===== src/rtl/slink_rx_align_ctrl.sv =====
// Alignment sequencer for the S-Link RX align/deskew datapath: runs block-align,
// waits for lock on the active lanes, then waits for deskew, retrying on timeout.
module slink_rx_align_ctrl #(
  parameter int         NUM_LANES      = 4,
  parameter int         BA_HOLD_CYCLES = 16,
  parameter int         LOCK_TIMEOUT   = 1024,
  parameter int         DESKEW_TIMEOUT = 2048,
  parameter int         MAX_RETRIES    = 3,
  parameter logic [1:0] DESKEW_DONE    = 2'd2
) (
  input  logic                 clk,
  input  logic                 reset,
  input  logic                 start,
  input  logic [2:0]           active_lanes,
  input  logic [NUM_LANES-1:0] lane_locked,
  input  logic [1:0]           deskew_state,
  output logic                 enable,
  output logic                 blockalign,
  output logic                 rx_aligned,
  output logic                 align_err,
  output logic                 lock_lost,
  output logic [3:0]           retry_cnt,
  output logic [2:0]           ctrl_state
);

  localparam logic [2:0] S_IDLE    = 3'd0;
  localparam logic [2:0] S_BALIGN  = 3'd1;
  localparam logic [2:0] S_WLOCK   = 3'd2;
  localparam logic [2:0] S_DESKEW  = 3'd3;
  localparam logic [2:0] S_ALIGNED = 3'd4;
  localparam logic [2:0] S_ERROR   = 3'd5;

  localparam int T_MAX0 = (LOCK_TIMEOUT > DESKEW_TIMEOUT) ? LOCK_TIMEOUT : DESKEW_TIMEOUT;
  localparam int T_MAX  = (T_MAX0 > BA_HOLD_CYCLES) ? T_MAX0 : BA_HOLD_CYCLES;
  localparam int TW     = $clog2(T_MAX + 1);

  localparam logic [TW-1:0] BA_LAST     = TW'(BA_HOLD_CYCLES - 1);
  localparam logic [TW-1:0] LOCK_LAST   = TW'(LOCK_TIMEOUT - 1);
  localparam logic [TW-1:0] DESKEW_LAST = TW'(DESKEW_TIMEOUT - 1);
  localparam logic [3:0]    RETRY_MAX   = 4'(MAX_RETRIES);

  logic [2:0]           state_q, state_d;
  logic [3:0]           retry_q, retry_d;
  logic [TW-1:0]        timer_q, timer_d;
  logic [2:0]           lanes_q;
  logic                 enable_q, blockalign_q, rx_aligned_q, align_err_q, lock_lost_q;
  logic                 lost_d, clr_timer, do_retry, lanes_chg;
  logic [NUM_LANES-1:0] lane_mask;
  logic                 all_locked;

  // Lanes at or above 1<<active_lanes are ignored; oversize counts naturally cover every lane.
  always_comb begin
    lane_mask = '0;
    for (int i = 0; i < NUM_LANES; i++) begin
      lane_mask[i] = (i < (1 << active_lanes));
    end
  end

  assign all_locked = &(lane_locked | ~lane_mask);
  assign lanes_chg  = (active_lanes != lanes_q);

  always_comb begin
    state_d   = state_q;
    retry_d   = retry_q;
    lost_d    = 1'b0;
    clr_timer = 1'b0;
    do_retry  = 1'b0;

    case (state_q)
      S_IDLE: begin
        if (start) begin
          state_d   = S_BALIGN;
          retry_d   = '0;
          clr_timer = 1'b1;
        end
      end
      S_BALIGN: begin
        if (timer_q == BA_LAST) begin
          state_d   = S_WLOCK;
          clr_timer = 1'b1;
        end
      end
      S_WLOCK: begin
        if (all_locked) begin
          state_d   = S_DESKEW;
          clr_timer = 1'b1;
        end else if (timer_q == LOCK_LAST) begin
          do_retry = 1'b1;
        end
      end
      S_DESKEW: begin
        if (all_locked && (deskew_state == DESKEW_DONE)) begin
          state_d   = S_ALIGNED;
          clr_timer = 1'b1;
        end else if (!all_locked || (timer_q == DESKEW_LAST)) begin
          do_retry = 1'b1;
        end
      end
      S_ALIGNED: begin
        if (!all_locked) begin
          state_d   = S_BALIGN;
          retry_d   = '0;
          lost_d    = 1'b1;
          clr_timer = 1'b1;
        end
      end
      S_ERROR: ;
      default: begin
        state_d   = S_IDLE;
        clr_timer = 1'b1;
      end
    endcase

    if (do_retry) begin
      clr_timer = 1'b1;
      if (retry_q < RETRY_MAX) begin
        state_d = S_BALIGN;
        retry_d = retry_q + 4'd1;
      end else begin
        state_d = S_ERROR;
      end
    end

    // A lane-count change invalidates any lock already acquired, so start over.
    if (lanes_chg && (state_q != S_IDLE) && (state_q != S_ERROR)) begin
      state_d   = S_BALIGN;
      retry_d   = retry_q;
      lost_d    = 1'b0;
      clr_timer = 1'b1;
    end

    if (!start) begin
      state_d   = S_IDLE;
      retry_d   = retry_q;
      lost_d    = 1'b0;
      clr_timer = 1'b1;
    end
  end

  always_comb begin
    if (clr_timer) begin
      timer_d = '0;
    end else if (timer_q == '1) begin
      timer_d = timer_q;
    end else begin
      timer_d = timer_q + 1'b1;
    end
  end

  // Outputs are decoded from the next state so they change together with ctrl_state.
  always_ff @(posedge clk or negedge reset) begin
    if (!reset) begin
      state_q      <= S_IDLE;
      retry_q      <= '0;
      timer_q      <= '0;
      lanes_q      <= '0;
      enable_q     <= 1'b0;
      blockalign_q <= 1'b0;
      rx_aligned_q <= 1'b0;
      align_err_q  <= 1'b0;
      lock_lost_q  <= 1'b0;
    end else begin
      state_q      <= state_d;
      retry_q      <= retry_d;
      timer_q      <= timer_d;
      lanes_q      <= active_lanes;
      enable_q     <= (state_d == S_BALIGN) || (state_d == S_WLOCK) ||
                      (state_d == S_DESKEW) || (state_d == S_ALIGNED);
      blockalign_q <= (state_d == S_BALIGN) || (state_d == S_WLOCK);
      rx_aligned_q <= (state_d == S_ALIGNED);
      align_err_q  <= (state_d == S_ERROR);
      lock_lost_q  <= lost_d;
    end
  end

  assign enable     = enable_q;
  assign blockalign = blockalign_q;
  assign rx_aligned = rx_aligned_q;
  assign align_err  = align_err_q;
  assign lock_lost  = lock_lost_q;
  assign retry_cnt  = retry_q;
  assign ctrl_state = state_q;

endmodule


===== config.mk =====
export PLATFORM = sky130hd
export DESIGN_NAME = slink_rx_align_ctrl
export DESIGN_NICKNAME = d
export VERILOG_FILES = /design/src/rtl/slink_rx_align_ctrl.sv
export SDC_FILE = /design/constraint.sdc
export NUM_CORES = 1
export LEC_CHECK = 0
export ABC_AREA = 1
export BUFFER_PORTS_ARGS = -buffer_cell sky130_fd_sc_hd__buf_4
export CORE_AREA = 2 2 63 65
export DETAILED_ROUTE_END_ITERATION = 16
export DIE_AREA = 0 0 65 67
export PLACE_DENSITY = 0.62
export SLEW_MARGIN = 20
export SYNTH_ARGS = -nofsm -noshare
export SYNTH_HDL_FRONTEND = slang
export SYNTH_SLANG_ARGS = --single-unit

===== constraint.sdc =====
create_clock -name clk -period 3.6 [get_ports clk]
set_clock_uncertainty 0.2 [all_clocks]
set_input_delay 0.72 -clock clk [delete_from_list [all_inputs] [get_ports clk]]
set_output_delay 0.72 -clock clk [all_outputs]
set_load 0.005 [all_outputs]

==> run metrics, run 1 <==
status finished clean; LEAKAGE 0.000970 uW; switching share of power 0.244; total I/O pin count 24; Reg clk slew, reported paths 90 ps; top post-synthesis cells by area dfrtp_1 (42%), nand2_1 (7.7%), inv_1 (6.5%), nor2_1 (6.0%), nand3_1 (5.6%); top-count cell post-synth nand2_1; fin crit share 0.589; drt first-iter violations 76; Mapped Cells 195; Slew @ Worst Pin 350 ps; Clock power frac 0.326; YS warnings 0; syn_area_per_cell 8.30 um^2; setup slack after layout 1480 ps; top post-synthesis cells by count nand2_1 (33), inv_1 (28), dfrtp_1 (27); Via density 4.89; total congestion overflow 0; Antenna diodes 0; TNS Setup 0 ps; initial antenna violation count 0; Relative slew margins 0.766; clk_lat worst skew 280 ps; asr flop ratio synth 1.00; row count 22; placed wire-length estimate 2490 um; worst-path fanout max 12; minimum clock period 2120 ps; core area 3610 um^2; vias in the first global route 1241; Net Count, Synth 211; XOR/XNOR Fraction of Synth Area 0.0325; post-CTS sizing 0; DP Area 1840 um^2; Die Ht 67 um; area share of the leading cell type in the synthesized netlist 0.418; vias post-DR 1315; WL per Instance 11.5 um; Pre-Repair DR Iteration Count 4; TritonCTS buffer count 3; CTS hold repair buffers 0; synth unique cells 31; first-pass GRT wire length 5230 um; final setup fails 0; # nets final 238; number of remaining DRC errors 0; CTS H-tree lvls 1; critical path type in2reg; dpl ws 1160 ps; most area-hungry cell type in the Yosys netlist dfrtp_1; share of layout cells above drive strength 1 0.258; Synth Area in Simple Gates 0.387; Clock Root Buffer clkbuf_8; Startpoint Class primary input; Final Max Tran Viols 0; worst flop-to-flop path startpoint timer_q[0]; Hold WS 134 ps; Placer Congestion 0.840; crit path from active_lanes[2]; post-synthesis adder-cell area fraction 0.0309; PwrDens 287 nW/um^2; clk buf depth 2; Post-synth EDFFs 0; Flop pwr share 0.576; unrepaired setup endpoints after global routing no; worst vdd ir 0.152 mV; largest family of logic cells by synthesized area simple AND/OR/NAND/NOR gates; fmax 471 MHz; final instance area 1890 um^2; flops & latches, synth 27; DRT antenna net count 0; total routed wirelength 3110 um; compound-gate portion of the synthesized area 0.0534; die span in x 65 um; logic gate share of total power 0.098; layout overhead on the synthesized area 16.7%; clock net sink count 27; Seq/Total Area, Yosys 0.418; Starting Density 0.449; Hold Crit Class in2async; TritonCTS clock tree yes; Hold Vio Cnt, Final 0; max-cap violation count 0; sw power 132 uW; postcts setup bufs 0; post-synthesis mux area share 0; Critical Path RT 3590 ps; internal power 410 uW; Die ar. 4360 um^2; Critical Path AT 2110 ps; nature of the critical path endpoint flip-flop; GR Util All Layers 0.154; ys flop type dfrtp_1; Port Buffers 23; synthesized cell area 1620 um^2; largest net degree at the start of global routing 28
area by class of cell:
cell class | instances | area, um^2
Sequential cell | 27 | 676
Timing Repair Buffer | 23 | 173
Multi-Input combinational cell | 136 | 815
Tap cell | 48 | 60.1
Fill cell | 343 | 1720
Clock inverter | 1 | 7.51
Clock buffer | 3 | 41.3
Inverter | 31 | 116
per-layer routing:
layer / track usage / vias to the layer above / share of wire
li1: - / 678 / -
met1: 0.192 / 605 / 0.45
met2: 0.277 / 27 / 0.50
met3: 0.0203 / 5 / 0.038
met4: 0.0479 / 0 / 0.012
met5: 0 / - / 0
power groups by stage:
stage / logic, uW / registers, uW / clock network (uW)
floorplan: 28.9 / 318 / 0
global placement: 53.1 / 318 / 0
detailed placement: 54.2 / 318 / 0
CTS: 54.3 / 312 / 183
global route: 59.9 / 313 / 195
finish: 53.0 / 312 / 177
cells in the final DEF, fill, tap and decap left out:
cell type and instances:
nand2_2 6, nand2_1 33, nand3_1 18, inv_2 3, nor3b_1 1, buf_4 23, a21boi_2 1, nand4_2 2
nand4_4 1, nor2_2 1, clkinvlp_4 1, o21ai_0 8, nor2_1 26, dfrtp_1 27, nand4_1 3, a21oi_1 1
inv_1 28, a21oi_2 2, ha_1 4, and2_1 1, nand3_4 1, nand3b_1 1, nor3_1 5, xor2_1 2
nand2_4 2, xnor2_1 4, nand3_2 4, o21ai_1 1, nor3b_2 1, clkbuf_8 3, nor3_4 1, o31ai_1 1
nor3_2 5
flip-flops by register name (all words and copies together), names as in the netlist:
signal / flops
align_err: 1
blockalign: 1
ctrl_state: 3
enable: 1
lanes_q: 3
lock_lost: 1
retry_cnt: 4
rx_aligned: 1
timer_q: 12
critical path, cell delays in order:
cell     delay, ps
buf_4          120
inv_1           40
nand2_1         40
nand2_1         90
nand2_1        110
nand2_1        100
nand2_1         80
nor3b_2        230
nand4_2        330
nor3_1         240
metrics by stage:
| step | utilization | cells | power [uW] |
|---|---|---|---|
| global route | 0.524 | 269 | 569 |
| floorplan | - | 195 | 347 |
| finish | 0.524 | 269 | 542 |
| CTS | 0.524 | 269 | 550 |
| global placement | 0.510 | 265 | 371 |
| detailed placement | 0.510 | 265 | 373 |
path summary, 6_finish.rpt:
check                                 to  slack (ps)  depth (start not counted)
setup / recovery              timer_q[7]        1480                         10
hold / removal               timer_q[11]         130                          1
setup reg to reg              timer_q[7]        1490                         10
hold reg to reg             retry_cnt[2]         330                          2
max in group asynchronous  ctrl_state[0]        2810                          1
min in group clk            retry_cnt[2]         330                          2
logic make-up (layout without fill, tap and decap cells):
logic type               after synthesis  after routing
AND/OR/NAND/NOR                      112            112
buffers and inverters                 32             58
XOR/XNOR                               6              6
adder cells (fa/ha/maj)                4              4
AO/OA/AOI/OAI                         14             14
flip-flops                            27             27
(Power assumes the default switching activity.)
==> run 2, diff against run 1 <==
--- a/config.mk
+++ b/config.mk
@@ -10,7 +10,7 @@
 export CORE_AREA = 2 2 63 65
 export DETAILED_ROUTE_END_ITERATION = 16
 export DIE_AREA = 0 0 65 67
-export PLACE_DENSITY = 0.62
+export PLACE_DENSITY = 0.65
 export SLEW_MARGIN = 20
 export SYNTH_ARGS = -nofsm -noshare
 export SYNTH_HDL_FRONTEND = slang
==> constraint.sdc (replaced) <==
create_clock -name clk -period 1.8 [get_ports clk]
set_clock_uncertainty 0.2 [all_clocks]
set_input_delay 0.36 -clock clk [delete_from_list [all_inputs] [get_ports clk]]
set_output_delay 0.36 -clock clk [all_outputs]
set_load 0.005 [all_outputs]
==> run metrics, run 2 (same netlist as run 1, synthesis figures left out) <==
final instance area 2420 um^2 (was 1890 um^2); DRT antenna net count 0 (unchanged); worst vdd ir 0.382 mV (was 0.152 mV); non-filler cells, final 308 (was 269); largest net degree at the start of global routing 28 (unchanged); status finished with violations (was finished clean); initial antenna violation count 0 (unchanged); TritonCTS clock tree yes (unchanged); met3 wire len 93 um (was 117 um); Post-Place Cells 292 (was 265); Hold WS 13.5 ps (was 134 ps); vias in the first global route 1344 (was 1241); Clock power frac 0.306 (was 0.326); fin crit share 1.04; most common cell after layout, fill and taps aside buf_4 (was nand2_1); minimum clock period 1870 ps; clk buf depth 2 (unchanged); nature of the critical path endpoint flip-flop (unchanged); area used by multi-input combinational logic 1010 um^2 (was 815 um^2); # nets final 277 (was 238); TritonCTS buffer count 3 (unchanged); vias post-DR 1490 (was 1315); drt first-iter violations 73 (was 76); number of remaining DRC errors 0 (unchanged); total congestion overflow 0 (unchanged); FF+latch area 679 um^2 (was 676 um^2); setup slack after layout -69.6 ps (was 1480 ps); WL met1 1870 um (was 1400 um); clock net sink count 27 (unchanged); Relative slew margins 0.718 (was 0.766); Hold Vio Cnt, Final 0 (unchanged); critical-path cell list ha_4 > nand3_4 > buf_4 > nor3_4 > nand4_4 > nand3_2 > nor2_2 > nand2_1 > xor2_1 > nor2_1 (was buf_4 > inv_1 > nand2_1 > nand2_1 > nand2_1 > nand2_1 > nand2_1 > nor3b_2 > nand4_2 > nor3_1); Reg with most FFs timer_q (unchanged); Placer Congestion 0.883 (was 0.840); final setup fails 15 (was 0); critical path type reg2reg (was in2reg); TNS Setup -310 ps (was 0 ps); Die ar. 4360 um^2 (unchanged); PwrDens 477 nW/um^2 (was 287 nW/um^2); failing checks setup timing; Slew @ Worst Pin 419 ps (was 350 ps); worst-path fanout max 5 (was 12); Final Max Tran Viols 0 (unchanged); Port Buffers 23 (unchanged); commonest non-fill, non-tap cells in the layout buf_4 (57), nand2_1 (30), inv_1 (25) (was nand2_1 (33), inv_1 (28), dfrtp_1 (27)); DP Area 2050 um^2 (was 1840 um^2); LEAKAGE 0.00119 uW (was 0.000970 uW); switching share of power 0.251 (was 0.244); Largest register FFs 12 (unchanged); core area 3610 um^2 (unchanged); unrepaired setup endpoints after global routing yes (was no); Pre-Repair DR Iteration Count 4 (unchanged); placed wire-length estimate 2620 um (was 2490 um); die span in x 65 um (unchanged); fmax 535 MHz; CP max-delay cell dfrtp_1 (was nand4_2); Hold Crit Class in2reg (was in2async); Via density 4.84 (was 4.89); Fill cells 284 (was 343); Critical Path RT 1770 ps (was 3590 ps); total I/O pin count 24 (unchanged); row count 22 (unchanged); Startpoint Class flip-flop (was primary input); Clock Root Buffer clkbuf_8 (unchanged); crit-path max cell delay 400 ps (was 330 ps); Reg clk slew, reported paths 100 ps (was 90 ps); max-cap violation count 0 (unchanged); WL per Instance 12.8 um (was 11.5 um); share of layout cells above drive strength 1 0.462 (was 0.258); Starting Density 0.449 (unchanged); Critical Path AT 1840 ps (was 2110 ps); CTS H-tree lvls 1 (unchanged); GR Util All Layers 0.178 (was 0.154); logic gate share of total power 0.151 (was 0.098); sw power 290 uW (was 132 uW); total routed wirelength 3940 um (was 3110 um); first-pass GRT wire length 6000 um (was 5230 um); clk_lat worst skew 270 ps (was 280 ps); layout overhead on the synthesized area 49.4% (was 16.7%); core occupancy in the finished layout 0.670 (was 0.524); Antenna diodes 0 (unchanged); Flop pwr share 0.543 (was 0.576); max layer used met4 (unchanged); internal power 864 uW (was 410 uW); Die Ht 67 um (unchanged); met2 WL 1930 um (was 1550 um)
==> run 2: cell types whose count changed in the layout (fill, tap and decap cells not counted), moves of 3 or more <==
cell / before / now
nand3_4: 1 / 4
nor2_2: 1 / 6
nor2_4: 0 / 4
nor2_1: 26 / 17
buf_4: 23 / 57
nor3_4: 1 / 5
nand3_1: 18 / 15
inv_1: 28 / 25
dfrtp_1: 27 / 24
dfrtp_2: 0 / 3
nand2_1: 33 / 30
o21ai_0: 8 / 4
nor3_2: 5 / 2
==> run 2: critical path: cells and delay by family, from the launching register on <==
| kind | cells | cell delay, ps |
|---|---|---|
| xor gates and xnor gates | 1 | 150 |
| DFF | 1 | 400 |
| adders and majority gates | 1 | 160 |
| and+or+nand+nor | 7 | 690 |
| buffers and inverters | 1 | 170 |
==> run 2: final timing paths <==
check                                     start             to  slack [ps]  cells past startpoint
worst max-delay path                 timer_q[1]     timer_q[9]         -70                     10
worst min-delay path            active_lanes[1]     lanes_q[1]          10                      1
worst max register to register       timer_q[1]     timer_q[9]         -70                     10
worst min register to register     retry_cnt[2]   retry_cnt[2]         320                      2
max in group asynchronous                 reset  ctrl_state[2]         780                      2
min in group asynchronous                 reset     timer_q[7]         340                      2
==> run 2: repair_timing <==
item                       CTS  global route
hold endpoints to repair    27             1
cloned                       0             1
setup endpoints to repair   21            21
buffers inserted             4             5
pin swaps                    7             5
hold buffers                 1             1
gates resized for setup      9            42
==> run 2: per-stage QoR <==
step | total power (uW) | setup slack [ps]
2_1_floorplan | 694 | 15.0
3_3_place_gp | 764 | -130
3_5_place_dp | 767 | -120
4_1_cts | 1120 | -52.2
5_1_grt | 1210 | -198
6_report | 1150 | -69.6
==> run 2: cell type report <==
class,count,share of cell area
multi-input combinational,136,0.418
sequential,27,0.281
timing repair buffer,62,0.209
inverter,31,0.0492
tap,48,0.0248
clock buffer,4,0.0186
==> run 2: layer usage <==
| layer | GRT usage | up-vias |
|---|---|---|
| li1 | - | 756 |
| met1 | 0.264 | 702 |
| met2 | 0.277 | 26 |
| met3 | 0.0152 | 6 |
| met4 | 0.0479 | 0 |
| met5 | 0 | - |
==> run 2: power by group through the flow <==
stage,logic [uW],registers [uW],clock network [uW]
finish,174,626,353
CTS,139,625,360
floorplan,57.8,636,0
global placement,129,636,0
detailed placement,131,636,0
global route,192,628,388
